$ cat config.mk
export PLATFORM = sky130hd
export DESIGN_NAME = uart_cmd_parser
export DESIGN_NICKNAME = d
export VERILOG_FILES = /design/src/rtl/uart_cmd_pkg.sv /design/src/rtl/uart_cmd_parser_cmd_buf.sv /design/src/rtl/uart_cmd_parser.sv
export SDC_FILE = /design/constraint.sdc
export NUM_CORES = 1
export LEC_CHECK = 0
export BUFFER_PORTS_ARGS = -buffer_cell sky130_fd_sc_hd__buf_2
export CAP_MARGIN = 20
export CELL_PAD_IN_SITES_DETAIL_PLACEMENT = 1
export CELL_PAD_IN_SITES_GLOBAL_PLACEMENT = 1
export CORE_MARGIN = 2
export CORE_UTILIZATION = 45
export CTS_CLUSTER_DIAMETER = 50
export DETAILED_ROUTE_END_ITERATION = 10
export PLACE_DENSITY = 0.84
export SLEW_MARGIN = 25
export SYNTH_ARGS = -nofsm -noshare
export SYNTH_HDL_FRONTEND = slang
export SYNTH_HIERARCHICAL = 1
export SYNTH_SLANG_ARGS = --single-unit
$ cat constraint.sdc
create_clock -name clk -period 4.3 [get_ports clk]
set_input_delay 0.43 -clock clk [delete_from_list [all_inputs] [get_ports clk]]
set_output_delay 0.43 -clock clk [all_outputs]
set_load 0.02 [all_outputs]
$ cat src/rtl/uart_cmd_pkg.sv
// Shared definitions for the UART command parser: FSM states, frame
// constants and abort cause codes.
package uart_cmd_pkg;

    typedef enum logic [2:0] {
        ST_IDLE,
        ST_CMD,
        ST_ADDR,
        ST_LEN,
        ST_DATA,
        ST_CSUM,
        ST_COMMIT
    } state_t;

    typedef enum logic [1:0] {
        ERR_NONE   = 2'd0,
        ERR_CSUM   = 2'd1,
        ERR_CMDLEN = 2'd2,
        ERR_LINE   = 2'd3
    } err_code_t;

    localparam logic [7:0] SYNC_BYTE = 8'h55;
    localparam logic [7:0] CMD_WRITE = 8'h01;
    localparam logic [7:0] CMD_PING  = 8'h02;

    // True for the command codes the parser knows how to execute
    function automatic logic cmd_known(input logic [7:0] cmd);
        return (cmd == CMD_WRITE) || (cmd == CMD_PING);
    endfunction

endpackage

$ cat src/rtl/uart_cmd_parser_cmd_buf.sv
// Payload store: DEPTH x 8 bits, one synchronous write port and one
// asynchronous read port. Contents are not reset.
module cmd_buf
    import uart_cmd_pkg::*;
#(
    parameter int DEPTH = 16,
    parameter int AW    = 4
) (
    input  logic          clk,
    input  logic          we,
    input  logic [AW-1:0] waddr,
    input  logic [7:0]    wdata,
    input  logic [AW-1:0] raddr,
    output logic [7:0]    rdata
);

    logic [7:0] mem [DEPTH];

    // Capture payload bytes as they arrive
    always_ff @(posedge clk) begin
        if (we) begin
            mem[waddr] <= wdata;
        end
    end

    assign rdata = mem[raddr];

endmodule

$ cat src/rtl/uart_cmd_parser.sv
// UART command frame parser: SYNC CMD ADDR LEN payload CSUM. Valid write
// frames are replayed as a stream of single-byte writes with a
// ready/enable handshake; malformed frames are aborted and counted.
module uart_cmd_parser
    import uart_cmd_pkg::*;
#(
    parameter int CLKS_PER_BYTE = 250,
    parameter int TIMEOUT_CLKS  = 4 * CLKS_PER_BYTE,
    parameter int MAX_LEN       = 16
) (
    input  logic       clk,
    input  logic       resetn,
    input  logic [7:0] rx_data,
    input  logic       rx_valid,
    input  logic       rx_error,
    output logic       wr_en,
    input  logic       wr_ready,
    output logic [7:0] wr_addr,
    output logic [7:0] wr_data,
    output logic       frame_ok,
    output logic       frame_err,
    output logic [1:0] err_code,
    output logic [7:0] err_cnt,
    output logic       rx_drop
);

    localparam int AW = (MAX_LEN > 1) ? $clog2(MAX_LEN) : 1;
    localparam int TW = (TIMEOUT_CLKS > 1) ? $clog2(TIMEOUT_CLKS) : 1;
    localparam logic [TW-1:0] TIMER_LAST = TW'(TIMEOUT_CLKS - 1);
    localparam logic [7:0]    MAX_LEN_B  = 8'(MAX_LEN);

    state_t          state;
    err_code_t       err_code_q;
    logic [7:0]      cmd_q;
    logic [7:0]      addr_q;
    logic [7:0]      len_q;
    logic [7:0]      csum_q;
    logic [7:0]      idx;
    logic [7:0]      next_idx;
    logic [TW-1:0]   timer;
    logic            in_frame;
    logic            abort_req;
    err_code_t       abort_code;

    logic            buf_we;
    logic [AW-1:0]   buf_waddr;
    logic [AW-1:0]   buf_raddr;
    logic [7:0]      buf_rdata;

    assign err_code = err_code_q;

    cmd_buf #(
        .DEPTH (MAX_LEN),
        .AW    (AW)
    ) u_buf (
        .clk   (clk),
        .we    (buf_we),
        .waddr (buf_waddr),
        .wdata (rx_data),
        .raddr (buf_raddr),
        .rdata (buf_rdata)
    );

    // Buffer addressing: during COMMIT the read port looks one entry ahead
    // so the next write can be loaded on the same edge that accepts the
    // current one; otherwise it points at entry 0 for the first write.
    always_comb begin
        in_frame  = (state != ST_IDLE) && (state != ST_COMMIT);
        next_idx  = idx + 8'd1;
        buf_we    = (state == ST_DATA) && rx_valid && !rx_error;
        buf_waddr = idx[AW-1:0];
        buf_raddr = '0;
        if ((state == ST_COMMIT) && (next_idx < MAX_LEN_B)) begin
            buf_raddr = next_idx[AW-1:0];
        end
    end

    // Abort detection; rx_error outranks a simultaneous byte, and a byte
    // arriving on the timeout cycle keeps the frame alive.
    always_comb begin
        abort_req  = 1'b0;
        abort_code = ERR_NONE;
        if (in_frame) begin
            if (rx_error) begin
                abort_req  = 1'b1;
                abort_code = ERR_LINE;
            end else if (rx_valid) begin
                if ((state == ST_LEN) &&
                    ((rx_data > MAX_LEN_B) || !cmd_known(cmd_q))) begin
                    abort_req  = 1'b1;
                    abort_code = ERR_CMDLEN;
                end else if ((state == ST_CSUM) && (rx_data != csum_q)) begin
                    abort_req  = 1'b1;
                    abort_code = ERR_CSUM;
                end
            end else if (timer == TIMER_LAST) begin
                abort_req  = 1'b1;
                abort_code = ERR_LINE;
            end
        end
    end

    // Frame FSM with registered outputs and single-cycle status pulses
    always_ff @(posedge clk) begin
        if (!resetn) begin
            state      <= ST_IDLE;
            wr_en      <= 1'b0;
            wr_addr    <= '0;
            wr_data    <= '0;
            frame_ok   <= 1'b0;
            frame_err  <= 1'b0;
            rx_drop    <= 1'b0;
            err_code_q <= ERR_NONE;
            err_cnt    <= '0;
            idx        <= '0;
            timer      <= '0;
            cmd_q      <= '0;
            addr_q     <= '0;
            len_q      <= '0;
            csum_q     <= '0;
        end else begin
            frame_ok  <= 1'b0;
            frame_err <= 1'b0;
            rx_drop   <= 1'b0;
            if (abort_req) begin
                state      <= ST_IDLE;
                frame_err  <= 1'b1;
                err_code_q <= abort_code;
                if (err_cnt != 8'hFF) begin
                    err_cnt <= err_cnt + 8'd1;
                end
                idx   <= '0;
                timer <= '0;
            end else begin
                if (in_frame && !rx_valid) begin
                    timer <= timer + 1'b1;
                end else begin
                    timer <= '0;
                end
                case (state)
                    ST_IDLE: begin
                        if (rx_valid && !rx_error && (rx_data == SYNC_BYTE)) begin
                            state <= ST_CMD;
                        end
                    end
                    ST_CMD: begin
                        if (rx_valid) begin
                            cmd_q  <= rx_data;
                            csum_q <= rx_data;
                            state  <= ST_ADDR;
                        end
                    end
                    ST_ADDR: begin
                        if (rx_valid) begin
                            addr_q <= rx_data;
                            csum_q <= csum_q ^ rx_data;
                            state  <= ST_LEN;
                        end
                    end
                    ST_LEN: begin
                        if (rx_valid) begin
                            len_q  <= rx_data;
                            csum_q <= csum_q ^ rx_data;
                            idx    <= '0;
                            state  <= (rx_data == '0) ? ST_CSUM : ST_DATA;
                        end
                    end
                    ST_DATA: begin
                        if (rx_valid) begin
                            csum_q <= csum_q ^ rx_data;
                            idx    <= next_idx;
                            if (next_idx == len_q) begin
                                state <= ST_CSUM;
                            end
                        end
                    end
                    ST_CSUM: begin
                        if (rx_valid) begin
                            if ((cmd_q == CMD_PING) || (len_q == '0)) begin
                                frame_ok <= 1'b1;
                                state    <= ST_IDLE;
                            end else begin
                                state   <= ST_COMMIT;
                                idx     <= '0;
                                wr_en   <= 1'b1;
                                wr_addr <= addr_q;
                                wr_data <= buf_rdata;
                            end
                        end
                    end
                    ST_COMMIT: begin
                        rx_drop <= rx_valid;
                        if (wr_en && wr_ready) begin
                            if (next_idx == len_q) begin
                                wr_en    <= 1'b0;
                                frame_ok <= 1'b1;
                                idx      <= '0;
                                state    <= ST_IDLE;
                            end else begin
                                idx     <= next_idx;
                                wr_addr <= addr_q + next_idx;
                                wr_data <= buf_rdata;
                            end
                        end
                    end
                    default: state <= ST_IDLE;
                endcase
            end
        end
    end

endmodule

==> summary by stage <==
Status
The run finished with clean final reports.

Route
Detailed routing inserted a total of 6,348 vias. In this run the remaining antenna-violating nets after routing total 0. The average routed wire per standard cell is 22.0 um. Before antenna repair, the detailed router went through 5 iterations.

The number of DRC violations after detailed routing is 0. Using the TritonRoute via totals, the vias-per-cell ratio works out to between 5 and 6. The final routed wirelength across all metal layers is 24,100 um. For this block, the initial DRC count from the detailed router was 346.

Clock network
Counting every sink on the clock net gives 211. The clock root buffer master is clkbuf_16. The number of hold buffers added after CTS was 0. In this run, post-CTS repair resized a total of 0 instances.

Clock tree synthesis inserted a total of 25 buffers. The clock network latency to the later pin of the worst-skew pair is roughly 0.53 ns. The CTS tree is yes.

Clock-pin slew was measured on the worst setup and hold paths at 0.06 ns. The number of buffers inserted to repair setup after CTS is 0. The number of levels the H-tree was split into is 1.

The buffer levels on the longest clock path is 3.

Power and ir drop
Summed over all cells, the static leakage comes to 3.85 nW. After layout, the design draws a total of 4.88 mW. Power spread over the standard cell area amounts to 452 nW/um^2. Across the VDD grid, the largest voltage drop is 0.000279 V.

Synth
The cell count after synthesis came out at roughly 760. The mean area per synthesized cell is between 10 and 15 sq um. Synthesis instantiated roughly 70 different standard cells from the library. In this run, synthesis produced a sequential element count of 211. The count of synthesis-stage warnings from yosys is 6.

The number of nets in the synthesized netlist is 781. The dominant register cell in the synthesized netlist is edfxtp_1. The fraction of registers with async set/reset is 0. The share of the Yosys chip area taken by registers is 0.578. The proportion of netlist area held by the largest area contributor is 0.404. In the synthesized netlist, the cells that appear most often are 128 x edfxtp_1, 83 x dfxtp_1, 80 x nor2_1. Of all cell types, the one taking the most synthesized area is edfxtp_1. By area the synthesized netlist is led by edfxtp_1 40%, dfxtp_1 17%, mux4_2 4.3%, mux4_1 3.9%, mux2i_1 3.4%. The count of flip-flops with a built-in enable after synthesis is 128. The post-synthesis cell area is 9520 sq um. The most common cell in the synthesized netlist is edfxtp_1.

Worst setup path
The largest driver fanout on the critical path is 32. The endpoint arrival time on the critical path is 4.06 ns. The start of the worst register-to-register path is idx[0].

The cell count of the worst reg-to-reg path is 12. The end of the worst register-to-register path is wr_data[5]. The critical path start-end classification is flip-flop to flip-flop. The reg2reg setup slack is 0.65 ns.

For the worst setup path, the data required time is 4.71 ns. STA classifies the critical path startpoint as a flip-flop. The endpoint class of the critical path is a flip-flop.

Hold path
The worst min-delay path class is input port to flip-flop. The worst hold endpoint is rx_drop. Along the worst hold path, the cell count comes to 2. The source of the worst hold timing path is rx_valid.

Global route
Entering global routing, the biggest net connects 45 pins. The total overflow reported by the global router is 0. The number of antenna violations at the first check in global routing was 0. In this run the most used layer during global routing was met2. The number of global-route vias before repair is 6,785.

The total routing usage reported by global routing is 0.222. The first global-routing pass estimated 37,900 um of wire. The met3 global-route usage is 0.0399.

The met1 usage is 0.273. In the global route stage, met2 resource usage came out at 0.385.

Run
The tool flagged a number of max-cap violations equal to 0.

Layout
The final non-filler cell area is between 10,000 and 15,000 sq um. The layout filler cell count is around 2,200. The post-layout net count is 823.

Of the cells placed in the final design, the portion with a size suffix greater than 1 is 0.171. The post-route core utilization is 0.517. The repair_antennas step left the layout with diodes totalling 0. From synthesis to final layout, the design area changed by 13.4%.

STA
For the pin with the worst max-slew slack, the measured transition is between 0.9 and 1 ns. The number of hold violations in the final report came to 0. Setup repair after global routing left no endpoint under its margin. The setup total negative slack is 0 ns. The post-route clock period utilization is 0.849. The setup violation total in the final timing report is 0. For the final database, setup skew stands at 0.0236 ns.

The shortest clock period the worst path allows after layout is 3.65 ns. The peak clock frequency supported by timing is 274 MHz. In this run the tightest slew margin relative to its limit is 0.383. The number of max-slew violations in the final report is 0.

Floorplanning
In this run the vertical extent of the chip is 149 um. The die is 149 um wide. The initial utilization of the core area, before any placement, comes to 0.456.

The floorplan core area is 20,900 sq um. The number of rows in the core area is 53. The die area is 22,300 sq um.

During I/O placement, the number of pins put on the boundary was 43.

Place
The detailed-placement wirelength estimate is 15,800 um. In this run the tool buffered the top-level ports with 42 buffer cells. The congestion estimate from routability-driven global placement came to 0.838. The area of placed instances is 9980 sq um.
==> metal layers <==
metal / part of all wire / wire length (um) / vias to the layer above
met2: 0.50 / 12200 / 170
met4: 0.038 / 918 / 0
met5: 0 / 0 / -
li1: - / - / 2922
met1: 0.41 / 9810 / 3195
met3: 0.050 / 1210 / 61
==> sequential cells by signal (all words and copies together), names as in the netlist <==
| signal | cells |
|---|---|
| frame_err | 1 |
| addr_q | 8 |
| cmd_q | 8 |
| state | 3 |
| err_code | 2 |
| err_cnt | 8 |
| rx_drop | 1 |
| wr_data | 8 |
| wr_addr | 8 |
| idx | 8 |
| len_q | 8 |
| frame_ok | 1 |
| wr_en | 1 |
| timer | 10 |
| csum_q | 8 |
| u_buf/mem | 128 |
==> where the power goes <==
part / total, mW / internal (mW) / switching, mW
clock network: 2.10 / 1.26 / 0.834
logic: 0.500 / 0.206 / 0.294
registers: 2.28 / 2.21 / 0.0776
==> worst max-delay path, stage by stage (launching register included) <==
cell and delay, ns:
dfxtp_1 0.70, ha_1 0.38, nand3_1 0.19, xnor2_1 0.19
nor2_1 0.12, nand4_1 0.26, nor2_4 0.20, buf_12 0.26
mux4_1 0.60, a22oi_1 0.32, nand2_1 0.11, nand3_1 0.10
o21ai_1 0.07
==> per-stage QoR <==
stage / setup slack (ns) / hold WS (ns) / instances
after floorplan: 1.29 / 0.426 / 757
after global placement: 0.852 / 0.435 / 1047
after detailed placement: 0.692 / 0.450 / 1047
after CTS: 0.662 / 0.253 / 1093
after global routing: 0.342 / 0.271 / 1093
final: 0.650 / 0.269 / 1093
==> cell type report <==
type,instances,area (sq um),area share
clock inverter,14,164,0.0152
clock buffer,32,652,0.0604
timing repair buffer,60,358,0.0332
sequential,211,5510,0.510
inverter,11,41.3,0.00383
multi-input combinational,490,3730,0.345
tap,275,344,0.0319
==> kinds of logic after synthesis <==
group,count (synthesis),share of synthesized area
xor gates and xnor gates,39,0.0359
DFF,211,0.578
adders and majority gates,11,0.0152
buffers and inverters,56,0.0325
muxes,64,0.115
AOI/OAI and AO/OA,121,0.0911
and+or+nand+nor,255,0.132
==> layout by cell type, fill, tap and decap left out, types with 4 or more instances in the layout <==
master and instances:
clkbuf_1 7, inv_1 11, xor2_1 8, ha_1 10, mux2i_1 32, nand2_1 65
mux4_2 18, and2_1 4, nand2b_1 9, buf_4 17, dfxtp_1 83, xnor2_1 31
nor2_1 78, clkbuf_16 25, o22ai_2 8, o21ai_1 5, a31oi_1 5, buf_2 42
nand3_1 22, edfxtp_1 128, nor3_1 13, mux4_1 14, and3_1 11, nand4_1 8
o21a_1 9, a22oi_1 19, nor2b_1 10, a21oi_1 22, o21ai_0 22, nor4_1 6
==> worst max-delay path by stage <==
stage,to,cells after the start,from,slack [ns]
after global routing,wr_data[6],11,idx[0],0.34
after global placement,wr_data[6],12,idx[0],0.85
after CTS,wr_data[5],12,idx[0],0.66
after detailed placement,wr_data[3],12,idx[0],0.69
after floorplan,wr_data[2],15,idx[0],1.29
final,wr_data[5],12,idx[0],0.65
Note: power is estimated with default switching activity, not from simulation.
